--- src/rtl/gemm_tile_controller_if.sv ---
// ============================================================================
// Module   : gemm_tile_controller_if
// Purpose  : Start/size handshake and tile-sequencing bus of the GEMM tile
//            controller; slave = controller side, master = job issuer/consumer.
// Revision : 1.0 - initial release
// ============================================================================
`default_nettype none

interface gemm_tile_controller_if #(
    parameter int RowPar        = 4,
    parameter int ColPar        = 16,
    parameter int SizeAddrWidth = 32,
    parameter int AddrWidth     = 12
);
    logic                     start_i;
    logic [SizeAddrWidth-1:0] M_size_i;
    logic [SizeAddrWidth-1:0] K_size_i;
    logic [SizeAddrWidth-1:0] N_size_i;
    logic                     busy_o;
    logic                     done_o;
    logic [SizeAddrWidth-1:0] m_base_o;
    logic [SizeAddrWidth-1:0] n_base_o;
    logic [SizeAddrWidth-1:0] k_idx_o;
    logic                     pe_valid_o;
    logic                     pe_clear_o;
    logic [RowPar-1:0]        row_mask_o;
    logic [ColPar-1:0]        col_mask_o;
    logic                     c_we_o;
    logic [AddrWidth-1:0]     c_addr_o;
    logic [31:0]              perf_cycles_o;

    modport slave (
        input  start_i, M_size_i, K_size_i, N_size_i,
        output busy_o, done_o, m_base_o, n_base_o, k_idx_o, pe_valid_o,
               pe_clear_o, row_mask_o, col_mask_o, c_we_o, c_addr_o,
               perf_cycles_o
    );

    modport master (
        output start_i, M_size_i, K_size_i, N_size_i,
        input  busy_o, done_o, m_base_o, n_base_o, k_idx_o, pe_valid_o,
               pe_clear_o, row_mask_o, col_mask_o, c_we_o, c_addr_o,
               perf_cycles_o
    );
endinterface

`default_nettype wire

--- src/rtl/gemm_tile_controller.sv ---
// ============================================================================
// Module   : gemm_tile_controller
// Purpose  : Output-stationary GEMM tile sequencer (M tiles outer, N inner,
//            K reduction per tile). Optional busy-cycle counter: GEMM_CTRL_PERF_EN.
// Revision : 1.0 - initial release
// ============================================================================
`default_nettype none

module gemm_tile_controller #(
    parameter int RowPar        = 4,
    parameter int ColPar        = 16,
    parameter int SizeAddrWidth = 32,
    parameter int AddrWidth     = 12
) (
    input  logic                   clk_i,
    input  logic                   rst_i,
    gemm_tile_controller_if.slave  bus
);

    typedef logic [SizeAddrWidth-1:0] size_t;
    typedef logic [SizeAddrWidth:0]   ext_t;

    typedef enum logic [2:0] {
        S_IDLE  = 3'd0,
        S_RUN   = 3'd1,
        S_DRAIN = 3'd2,
        S_WRITE = 3'd3,
        S_DONE  = 3'd4
    } state_t;

    state_t state_q, state_d;
    size_t  m_size_q, m_size_d;
    size_t  k_size_q, k_size_d;
    size_t  n_size_q, n_size_d;
    size_t  m_base_q, m_base_d;
    size_t  n_base_q, n_base_d;
    size_t  k_q, k_d;
    logic   pe_valid_q, pe_valid_d;
    logic   pe_clear_q, pe_clear_d;

    ext_t   n_next;
    ext_t   m_next;

    always_ff @(posedge clk_i or posedge rst_i) begin
        if (rst_i) begin
            state_q    <= S_IDLE;
            m_size_q   <= '0;
            k_size_q   <= '0;
            n_size_q   <= '0;
            m_base_q   <= '0;
            n_base_q   <= '0;
            k_q        <= '0;
            pe_valid_q <= 1'b0;
            pe_clear_q <= 1'b0;
        end else begin
            state_q    <= state_d;
            m_size_q   <= m_size_d;
            k_size_q   <= k_size_d;
            n_size_q   <= n_size_d;
            m_base_q   <= m_base_d;
            n_base_q   <= n_base_d;
            k_q        <= k_d;
            pe_valid_q <= pe_valid_d;
            pe_clear_q <= pe_clear_d;
        end
    end

    always_comb begin
        state_d    = state_q;
        m_size_d   = m_size_q;
        k_size_d   = k_size_q;
        n_size_d   = n_size_q;
        m_base_d   = m_base_q;
        n_base_d   = n_base_q;
        k_d        = k_q;
        // Tile advance is evaluated one bit wider so it can never wrap.
        n_next     = ext_t'(n_base_q) + ext_t'(ColPar);
        m_next     = ext_t'(m_base_q) + ext_t'(RowPar);
        // SRAM read issued in RUN lands at the PEs one cycle later.
        pe_valid_d = (state_q == S_RUN);
        pe_clear_d = (state_q == S_RUN) && (k_q == '0);

        case (state_q)
            S_IDLE: begin
                if (bus.start_i) begin
                    m_size_d = bus.M_size_i;
                    k_size_d = bus.K_size_i;
                    n_size_d = bus.N_size_i;
                    m_base_d = '0;
                    n_base_d = '0;
                    k_d      = '0;
                    if ((bus.M_size_i == '0) || (bus.K_size_i == '0) ||
                        (bus.N_size_i == '0)) begin
                        state_d = S_DONE;
                    end else begin
                        state_d = S_RUN;
                    end
                end
            end
            S_RUN: begin
                if (k_q == (k_size_q - size_t'(1))) begin
                    k_d     = '0;
                    state_d = S_DRAIN;
                end else begin
                    k_d = k_q + size_t'(1);
                end
            end
            S_DRAIN: begin
                state_d = S_WRITE;
            end
            S_WRITE: begin
                if (n_next >= ext_t'(n_size_q)) begin
                    n_base_d = '0;
                    m_base_d = m_next[SizeAddrWidth-1:0];
                    if (m_next >= ext_t'(m_size_q)) begin
                        state_d = S_DONE;
                    end else begin
                        state_d = S_RUN;
                    end
                end else begin
                    n_base_d = n_next[SizeAddrWidth-1:0];
                    state_d  = S_RUN;
                end
            end
            S_DONE: begin
                state_d = S_IDLE;
            end
            default: begin
                state_d = S_IDLE;
            end
        endcase
    end

    logic [RowPar-1:0] row_mask;
    logic [ColPar-1:0] col_mask;

    always_comb begin
        row_mask = '0;
        col_mask = '0;
        for (int r = 0; r < RowPar; r++) begin
            row_mask[r] = (ext_t'(m_base_q) + ext_t'(r)) < ext_t'(m_size_q);
        end
        for (int c = 0; c < ColPar; c++) begin
            col_mask[c] = (ext_t'(n_base_q) + ext_t'(c)) < ext_t'(n_size_q);
        end
    end

    // Only the low AddrWidth bits of the product survive, so multiply narrow.
    logic [AddrWidth-1:0] c_addr;
    assign c_addr = m_base_q[AddrWidth-1:0] * n_size_q[AddrWidth-1:0]
                  + n_base_q[AddrWidth-1:0];

`ifdef GEMM_CTRL_PERF_EN
    logic [31:0] perf_q, perf_d;

    always_comb begin
        perf_d = perf_q;
        if ((state_q == S_IDLE) && bus.start_i) begin
            perf_d = '0;
        end else if ((state_q != S_IDLE) && (perf_q != 32'hFFFF_FFFF)) begin
            perf_d = perf_q + 32'd1;
        end
    end

    always_ff @(posedge clk_i or posedge rst_i) begin
        if (rst_i) begin
            perf_q <= '0;
        end else begin
            perf_q <= perf_d;
        end
    end

    assign bus.perf_cycles_o = perf_q;
`else
    assign bus.perf_cycles_o = '0;
`endif

    assign bus.busy_o     = (state_q != S_IDLE);
    assign bus.done_o     = (state_q == S_DONE);
    assign bus.c_we_o     = (state_q == S_WRITE);
    assign bus.m_base_o   = m_base_q;
    assign bus.n_base_o   = n_base_q;
    assign bus.k_idx_o    = k_q;
    assign bus.pe_valid_o = pe_valid_q;
    assign bus.pe_clear_o = pe_clear_q;
    assign bus.row_mask_o = row_mask;
    assign bus.col_mask_o = col_mask;
    assign bus.c_addr_o   = c_addr;

endmodule

`default_nettype wire

--- src/flat_wrapper.sv ---
// flat-port wrapper written by rule: the top's interface ports become plain ports
module gemm_tile_controller_flat 
#(
    parameter int RowPar        = 4,
    parameter int ColPar        = 16,
    parameter int SizeAddrWidth = 32,
    parameter int AddrWidth     = 12
)
  (clk_i, rst_i, bus_start_i, bus_M_size_i, bus_K_size_i, bus_N_size_i, bus_busy_o, bus_done_o, bus_m_base_o, bus_n_base_o, bus_k_idx_o, bus_pe_valid_o, bus_pe_clear_o, bus_row_mask_o, bus_col_mask_o, bus_c_we_o, bus_c_addr_o, bus_perf_cycles_o);
  gemm_tile_controller_if #(.RowPar(RowPar), .ColPar(ColPar), .SizeAddrWidth(SizeAddrWidth), .AddrWidth(AddrWidth)) bus_i ();
  input  logic clk_i;
  input  logic rst_i;
  input wire logic [$bits(bus_i.start_i)-1:0] bus_start_i;
  input wire logic [$bits(bus_i.M_size_i)-1:0] bus_M_size_i;
  input wire logic [$bits(bus_i.K_size_i)-1:0] bus_K_size_i;
  input wire logic [$bits(bus_i.N_size_i)-1:0] bus_N_size_i;
  output wire logic [$bits(bus_i.busy_o)-1:0] bus_busy_o;
  output wire logic [$bits(bus_i.done_o)-1:0] bus_done_o;
  output wire logic [$bits(bus_i.m_base_o)-1:0] bus_m_base_o;
  output wire logic [$bits(bus_i.n_base_o)-1:0] bus_n_base_o;
  output wire logic [$bits(bus_i.k_idx_o)-1:0] bus_k_idx_o;
  output wire logic [$bits(bus_i.pe_valid_o)-1:0] bus_pe_valid_o;
  output wire logic [$bits(bus_i.pe_clear_o)-1:0] bus_pe_clear_o;
  output wire logic [$bits(bus_i.row_mask_o)-1:0] bus_row_mask_o;
  output wire logic [$bits(bus_i.col_mask_o)-1:0] bus_col_mask_o;
  output wire logic [$bits(bus_i.c_we_o)-1:0] bus_c_we_o;
  output wire logic [$bits(bus_i.c_addr_o)-1:0] bus_c_addr_o;
  output wire logic [$bits(bus_i.perf_cycles_o)-1:0] bus_perf_cycles_o;
  assign bus_i.start_i = bus_start_i;
  assign bus_i.M_size_i = bus_M_size_i;
  assign bus_i.K_size_i = bus_K_size_i;
  assign bus_i.N_size_i = bus_N_size_i;
  assign bus_busy_o = bus_i.busy_o;
  assign bus_done_o = bus_i.done_o;
  assign bus_m_base_o = bus_i.m_base_o;
  assign bus_n_base_o = bus_i.n_base_o;
  assign bus_k_idx_o = bus_i.k_idx_o;
  assign bus_pe_valid_o = bus_i.pe_valid_o;
  assign bus_pe_clear_o = bus_i.pe_clear_o;
  assign bus_row_mask_o = bus_i.row_mask_o;
  assign bus_col_mask_o = bus_i.col_mask_o;
  assign bus_c_we_o = bus_i.c_we_o;
  assign bus_c_addr_o = bus_i.c_addr_o;
  assign bus_perf_cycles_o = bus_i.perf_cycles_o;
  gemm_tile_controller #(.RowPar(RowPar), .ColPar(ColPar), .SizeAddrWidth(SizeAddrWidth), .AddrWidth(AddrWidth)) u_core (.clk_i(clk_i), .rst_i(rst_i), .bus(bus_i));
endmodule
--- config.mk ---
export PLATFORM = sky130hd
export DESIGN_NAME = gemm_tile_controller_flat
export DESIGN_NICKNAME = d
export VERILOG_FILES = /design/src/rtl/gemm_tile_controller_if.sv /design/src/rtl/gemm_tile_controller.sv /design/src/flat_wrapper.sv
export SDC_FILE = /design/constraint.sdc
export NUM_CORES = 1
export LEC_CHECK = 0
export CORE_MARGIN = 8
export CORE_UTILIZATION = 57
export DETAILED_ROUTE_END_ITERATION = 12
export PLACE_DENSITY = 0.93
export RECOVER_POWER = 25
export SYNTH_ARGS = -nofsm -noshare
export SYNTH_HDL_FRONTEND = slang
export SYNTH_SLANG_ARGS = --single-unit
--- constraint.sdc ---
create_clock -name clk_i -period 10.8 [get_ports clk_i]
set_clock_uncertainty 0.05 [all_clocks]
set_input_delay 3.24 -clock clk_i [delete_from_list [all_inputs] [get_ports clk_i]]
set_output_delay 3.24 -clock clk_i [all_outputs]
set_load 0.03 [all_outputs]
==> implementation parameters, run 1 <==
Parameter                              Value

Routing
  Number of violations reported at the end of detailed-routing iteration 0    1,578
  Via count normalized by instance count    6.29
  Total wire length    between 60 and 70 mm
  Total via count after detailed routing    18.2k
  Remaining antenna violation count after routing    0
  Total DRC errors in the routed layout    0
  WL per Instance    approximately 21 um
  TritonRoute pass-1 iters    6

Worst hold path
  Worst hold path type    reg2reg
  Cell depth of the worst hold path    1

Pwr
  Switch Pwr    1430 uW
  Switching power as a share of total power    0.443
  Cell area power density    145 nW/um^2
  Relative contribution of combinational cells to total power    0.508
  Worst voltage drop across the vdd grid    ~0.00027 V
  Sequential group share of total power    0.279
  Clock power share    0.213
  Standby leakage power    0.0114 uW
  Pint    1790 uW

Synthesis
  Top_reg_cell synth    dfrtp_1
  Cell Area, Synth    19,700 um^2
  Synth Instances    2,374
  Post-synthesis area per instance    8.31 um^2
  Most instantiated library cell after synthesis    ha_1
  List of most frequent post-synthesis cells    ha_1, nand2_1, clkbuf_1
  Share of synthesized area occupied by flip-flops and latches    0.242
  Post-synth top area share    0.242
  Share of the synthesized area in compound gates (AO/OA/AOI/OAI)    0.187
  Area share of xor/xnor cells in the synthesized design    0.0564
  Basic-gate share of the synthesized area counting and, or, nand and nor cells    0.189
  Post-synth EDFFs    0
  Adder-cell share of the synthesized area    0.215
  Yosys synthesis warning count    0
  Multiplexer area fraction after synthesis    0.0209
  Most area-consuming cells after synthesis    dfrtp_1, ha_1, nand2_1
  Seq cells post-synth    around 190
  Main combinational cell family by area after synthesis    adder cells
  Cell type contributing the most total cell area after synthesis    dfrtp_1
  Yosys cell types    75
  Share of synthesized flip-flops with an asynchronous set or reset    1.00

STA
  Top achievable clock speed    ~110 MHz
  Sum Neg Setup Slack    0 ns
  Headroom to the max-slew limit    -2.41
  Final critical path time including I/O delays and setup    about 9.1 ns
  Max Slew Vio Count    200
  Setup repair after global routing missed its margin    no
  Final worst path period share    0.846
  Final number of hold-violating endpoints    0
  Setup-violating endpoint count in the final report    0
  Transition time at the pin with the least slew margin    between 5 and 6 ns

Floorplanning
  Die Span X    202 um
  Cell Rows    68
  Overall die height    202 um
  Boundary Pins    about 260
  Full die area    40,800 um^2
  Initial standard-cell utilization of the core    0.576
  Core outline area    between 30,000 and 40,000 um^2

Clock tree
  TritonCTS clock tree    built
  Level count of the clock H-tree    4
  Number of buffers inserted during clock tree synthesis    17
  Post-CTS setup-driven buffer insertion count    0
  Count of hold buffers inserted by post-cts repair    0
  Post-cts repair resize count    0
  Largest buffer count on any clock path    2
  Clock Pin Slew Worst Setup and Hold Paths    0.08 ns
  CTS sink count    approximately 190
  Clock network latency to the later pin of the worst-skew pair    around 0.46 ns
  Library cell used as clock root buffer    clkbuf_16

Global routing
  Vias in the first global route    18.1k
  Met3 capacity usage during global routing    0.0500
  Total grt overflow    0
  Pin count of the biggest net entering global routing    115
  Met1 track demand over resource in global routing    0.370
  GRT Resource Usage Total    0.289
  Busiest metal layer after global routing    met2
  Wire length of the first global-routing pass    roughly 100 mm
  Met2 routing resource usage after global routing    0.486
  Number of antenna violations at the first check in global routing    1

Critical path
  Worst path arrival time    between 5 and 6 ns
  Data required, critical path    7.51 ns
  Highest net fanout along the worst path    16
  Critical Path Start Type    flop
  Worst reg2reg path depth    15
  Category of the critical setup timing path    reg2out
  Nature of the critical path endpoint    primary output

Placed design
  Post-detailed-placement half-perimeter wirelength    roughly 47 mm
  Port Buf Inserts    between 200 and 250
  Last weighted congestion value of the routability-driven placer    0.990

Status
  Status    complete, but fails checks
  Violated checks    max-capacitance violations, max-slew violations

Final layout
  Share of layout cells above drive strength 1    0.0406
  Fin util    0.650
  Layout filler cell count    around 2.8k
  Syn-to-layout area delta    12.9%
  Final Net Count    2,836

Flow run
  Number of violations of the max-capacitance limit    2
power groups by stage:
| stage | Sequential, uW | Clock (uW) | Combinational (uW) |
|---|---|---|---|
| 6_report | 898 | 687 | 1640 |
| 5_1_grt | 910 | 718 | 1800 |
| 4_1_cts | 895 | 692 | 1620 |
| 3_5_place_dp | 909 | 0 | 1610 |
| 3_3_place_gp | 903 | 0 | 1560 |
| 2_1_floorplan | 872 | 0 | 1130 |
layout make-up:
type                    instances  area [um^2]  area share
diodes                          2         5.00    0.000225
clock buffers                  17          425      0.0191
clock inverters                15          205     0.00921
inverters                     165          621      0.0278
multi-input cells            1816        13400       0.600
flip-flops and latches        191         4780       0.214
well taps                     455          569      0.0255
repair buffers                232         2300       0.103
path summary, 6_finish.rpt:
check	endpoint	slack [ns]	start
worst max register to register	u_core.bus.m_base_o[4]	5.41	u_core.bus.n_base_o[4]
max in group asynchronous	u_core.bus.n_base_o[6]	3.38	rst_i
min in group asynchronous	u_core.k_size_q[28]	4.72	rst_i
worst min-delay path	u_core.state_q[1]	0.46	u_core.state_q[2]
worst min register to register	u_core.state_q[1]	0.46	u_core.state_q[2]
worst max-delay path	bus_c_addr_o[11]	1.67	u_core.bus.m_base_o[5]
state kept, by name (all words and copies together) (netlist names):
signal	cells
u_core.bus.k_idx_o	32
u_core.bus.m_base_o	30
u_core.bus.n_base_o	28
u_core.bus.pe_clear_o	1
u_core.bus.pe_valid_o	1
u_core.k_size_q	32
u_core.m_size_q	32
u_core.n_size_q	32
u_core.state_q	3
critical path: stages, from the launching register on:
cell and delay [ns]:
dfrtp_1 0.63, and2_1 0.28, fa_1 0.53, inv_1 0.05, fa_1 0.49, inv_1 0.07
fa_1 0.50, fa_1 0.49, inv_1 0.05, fa_1 0.53, inv_1 0.04, ha_1 0.19
o21ai_0 0.19, nand2b_1 0.11, a21o_1 0.19, a21oi_1 0.19, xnor2_1 0.14, clkdlybuf4s50_1 0.69
cells in the final DEF (no fill, tap or decap), drive strengths merged, types with 13 or more instances in the layout:
master	Yosys	final
and3	37	37
or2	15	15
fa	42	42
dfrtp	191	191
nor2b	26	26
o21ai	142	142
clkdlybuf4s50	0	221
nor2	84	84
nand2b	17	17
nand3	67	67
conb	2	55
or4	16	16
a31oi	16	16
a211oi	13	13
inv	165	172
nand2	234	234
a22o	21	21
clkbuf	205	17
or3	18	18
xor2	43	43
mux2	33	33
o21a	24	24
ha	272	272
nand4	63	63
a21oi	119	119
nor3	42	42
a21o	113	113
a32o	16	16
and2	27	27
xnor2	84	84
nor4	56	56
per-stage QoR:
step	hold WS [ns]	power [uW]	setup WS (ns)	instance area, um^2	instances
final	0.461	3220	1.67	22300	2893
after global routing	0.518	3430	1.45	22300	2891
after CTS	0.462	3210	1.66	22300	2891
after detailed placement	0.449	2520	2.22	21700	2859
after global placement	0.432	2460	2.29	21700	2859
after floorplan	0.406	2000	2.31	19900	2427
cell families after synthesis:
family                   count (synthesis)
flip-flops                             191
other                                    2
adder cells (fa/ha/maj)                314
AND/OR/NAND/NOR                        728
AO/OA/AOI/OAI                          555
multiplexers                            37
buffers and inverters                  420
XOR/XNOR                               127
layer usage:
| metal | vias up | share of wire | wire length, um |
|---|---|---|---|
| li1 | 8416 | - | - |
| met1 | 8777 | 0.41 | 25000 |
| met2 | 844 | 0.48 | 28900 |
| met3 | 155 | 0.075 | 4530 |
| met4 | 0 | 0.031 | 1900 |
| met5 | - | 0 | 0 |
No activity file was read; power rests on OpenSTA's default activity.
==> run 2, diff against run 1 <==
--- a/config.mk
+++ b/config.mk
@@ -6,9 +6,9 @@
 export NUM_CORES = 1
 export LEC_CHECK = 0
 export CORE_MARGIN = 8
-export CORE_UTILIZATION = 57
+export CORE_UTILIZATION = 52
 export DETAILED_ROUTE_END_ITERATION = 12
-export PLACE_DENSITY = 0.93
+export PLACE_DENSITY = 0.9
 export RECOVER_POWER = 25
 export SYNTH_ARGS = -nofsm -noshare
 export SYNTH_HDL_FRONTEND = slang
==> constraint.sdc (replaced) <==
create_clock -name clk_i -period 7.9 [get_ports clk_i]
set_clock_uncertainty 0.05 [all_clocks]
set_input_delay 2.37 -clock clk_i [delete_from_list [all_inputs] [get_ports clk_i]]
set_output_delay 2.37 -clock clk_i [all_outputs]
set_load 0.03 [all_outputs]
==> run 2 against run 1 <==
The run still ends with max-capacitance violations, max-slew violations left. Routed wire length fell by 2.1%. Flip-flop and latch count did not move. Register-to-register slack got worse by 2.9 ns. Critical endpoint is now bus_c_addr_o[8]. Largest power group unchanged.
==> implementation parameters, run 2 (synthesis results as in run 1) <==
Parameter                              Value

Floorplanning
  Full die area    44,400 um^2 (+8.8%)
  Overall die height    211 um (+4.3%)
  Core outline area    37,500 um^2 (+9.3%)
  Boundary Pins    264 (unchanged)
  Die Span X    211 um (+4.3%)
  Cell Rows    71 (+4.4%)
  Initial standard-cell utilization of the core    0.526 (-0.0491)

Global routing
  Total grt overflow    0 (unchanged)
  Wire length of the first global-routing pass    94.9 mm (-2.3%)
  Number of antenna violations at the first check in global routing    1 (unchanged)
  GRT Resource Usage Total    0.260 (-0.0287)
  Vias in the first global route    18.3k (+1.2%)
  Pin count of the biggest net entering global routing    97 (-16%)

Routing
  Total via count after detailed routing    18.1k (-0.48%)
  Remaining antenna violation count after routing    0 (unchanged)
  WL per Instance    19.9 um (-4.4%)
  TritonRoute pass-1 iters    8 (+2)
  Uppermost layer routed    met5
  Number of violations reported at the end of detailed-routing iteration 0    1,526 (-3.3%)
  Total wire length    59.0 mm (-2.1%)
  Total DRC errors in the routed layout    0 (unchanged)
  Metal2 WL    28.4 mm (-1.7%)
  Via count normalized by instance count    6.11 (-2.8%)
  Met3 Wirelength    4.55 mm (+0.35%)
  Met1 Routed Length    24.5 mm (-1.7%)

STA
  Final number of hold-violating endpoints    0 (unchanged)
  Setup repair after global routing missed its margin    no
  Transition time at the pin with the least slew margin    3.68 ns (-1.44 ns)
  Top achievable clock speed    132 MHz
  Final critical path time including I/O delays and setup    7.57 ns
  Headroom to the max-slew limit    -1.47 (+0.944)
  Max Slew Vio Count    148 (-26%)
  Setup-violating endpoint count in the final report    0 (unchanged)
  Sum Neg Setup Slack    0 ns (unchanged)
  Final worst path period share    0.958

Critical path
  Worst path arrival time    5.15 ns (-0.69 ns)
  Critical Path Start Type    flop
  Data required, critical path    5.48 ns (-2.03 ns)
  Nature of the critical path endpoint    primary output
  Reg2Reg Capture Point    u_core.bus.m_base_o[4]
  Cell-by-cell trace of the critical path    buf_4 > and2_1 > fa_1 > inv_1 > fa_1 > inv_1 > fa_1 > fa_1 > inv_1 > fa_1 > inv_1 > ha_1 > a21oi_1 > xnor2_1 > clkdlybuf4s50_1
  Critical Path Source    u_core.n_size_q[2]
  Number of gates on the worst path with buffers counted    15 (-2)
  Top Family by Delay on Critical Path    adder cells
  Worst reg2reg path depth    15 (unchanged)
  Slowest Stage Delay on Critical Path    0.69 ns (about the same)
  Critical R2R Launch    u_core.bus.n_base_o[4]
  Category of the critical setup timing path    reg2out
  Register-to-register setup slack    2.55 ns (-2.86 ns)
  Most frequent cell on the critical path    fa_1
  Highest net fanout along the worst path    12 (-4)
  Combined buffer and inverter count along the critical path    6 (+1)
  Cell with the largest stage delay on the worst path    clkdlybuf4s50_1
  Timing endpoint of the critical path    bus_c_addr_o[8]

Pwr
  Switch Pwr    1880 uW (+32%)
  Relative contribution of combinational cells to total power    0.520 (+0.012)
  Cell area power density    191 nW/um^2 (+32%)
  Clock power share    0.196 (-0.017)
  Standby leakage power    0.0114 uW (+0.81%)
  Total chip power    4280 uW (+33%)
  Sequential group share of total power    0.284 (+0.005)
  Pint    2400 uW (+34%)
  Worst voltage drop across the vdd grid    0.000153 V (-43%)
  Switching power as a share of total power    0.439 (-0.00389)

Final layout
  Final Net Count    2,852 (+0.56%)
  Commonest cells after routing, fill and taps aside    ha_1, nand2_1, clkdlybuf4s50_1
  Layout filler cell count    3,183 (+15%)
  Most common library cell in the layout ignoring fill and taps    ha_1
  Syn-to-layout area delta    13.6%
  Non-filler instance count after layout    2,963 (+2.4%)
  Inserted Diodes    0 (-2)
  Share of layout cells above drive strength 1    0.0481 (+0.00748)

Status
  Status    complete, but fails checks
  Violated checks    max-capacitance violations, max-slew violations

Placed design
  Port Buf Inserts    223 (unchanged)
  Post-detailed-placement half-perimeter wirelength    46.2 mm (-0.85%)
  Last weighted congestion value of the routability-driven placer    0.953 (-3.8%)
  Instance count after placement with tap cells included    2,931 (+2.5%)

Clock tree
  Clock Pin Slew Worst Setup and Hold Paths    0.08 ns (about the same)
  Level count of the clock H-tree    4 (unchanged)
  Number of buffers inserted during clock tree synthesis    17 (unchanged)
  CTS sink count    191 (unchanged)
  Largest buffer count on any clock path    2 (unchanged)
  Library cell used as clock root buffer    clkbuf_16
  TritonCTS clock tree    built
  Clock network latency to the later pin of the worst-skew pair    0.46 ns (about the same)

Worst hold path
  Cell depth of the worst hold path    1 (unchanged)
  Worst hold path type    reg2reg

Flow run
  Number of violations of the max-capacitance limit    2 (unchanged)
==> run 2: worst reg2reg max path: cells and delay by family (launching register included) <==
kind | cells | cell delay (ns)
simple gates | 7 | 2.80
compound gates | 5 | 1.11
flops | 1 | 0.58
fa+ha+maj | 1 | 0.27
buf+inv | 1 | 0.24
xor+xnor | 1 | 0.18
==> run 2: through the flow <==
step / worst slack (ns) / hold WS [ns] / cell area (um^2) / util
finish: 0.329 / 0.453 / 22400 / 0.598
CTS: 0.0350 / 0.455 / 22400 / 0.598
global placement: 0.402 / 0.429 / 21900 / 0.584
global route: 0.0399 / 0.490 / 22400 / 0.598
detailed placement: 0.345 / 0.443 / 21900 / 0.584
floorplan: 0.281 / 0.406 / 19900 / -
==> run 2: layout make-up <==
type                            instances  area, um^2  share of cell area
Clock inverter                         12         100             0.00446
Inverter                              165         621              0.0277
Sequential cell                       191        4780               0.213
Timing Repair Buffer                  248        2420               0.108
Multi-Input combinational cell       1816       13400               0.598
Tap cell                              511         639              0.0285
Clock buffer                           20         447              0.0199
==> run 2: timing repair <==
| action | 4_1_cts | 5_1_grt |
|---|---|---|
| setup endpoints to repair | 1 | 3 |
| resized for setup | 1 | 4 |
| buffers inserted | 0 | 0 |
| hold buffers | 0 | 0 |
==> run 2: how the worst min path moves through the flow <==
stage                              endpoint  slack, ns              start
after global placement    u_core.state_q[1]       0.43  u_core.state_q[2]
after global routing      u_core.state_q[1]       0.49  u_core.state_q[2]
final                     u_core.state_q[1]       0.45  u_core.state_q[2]
after detailed placement  u_core.state_q[1]       0.44  u_core.state_q[2]
after CTS                 u_core.state_q[1]       0.45  u_core.state_q[2]
after floorplan           u_core.state_q[1]       0.41  u_core.state_q[2]
==> run 2: power groups by stage <==
stage               sequential (uW)  clock [uW]  combinational (uW)
floorplan                      1190           0                1540
global placement               1220           0                2130
detailed placement             1230           0                2210
CTS                            1210         843                2220
global route                   1230         889                2460
finish                         1220         840                2230
==> run 2: routing by layer <==
metal / track usage / vias to the layer above
met5: 0 / -
met4: 0.0859 / 2
met1: 0.330 / 8716
met3: 0.0503 / 138
met2: 0.441 / 819
li1: - / 8430
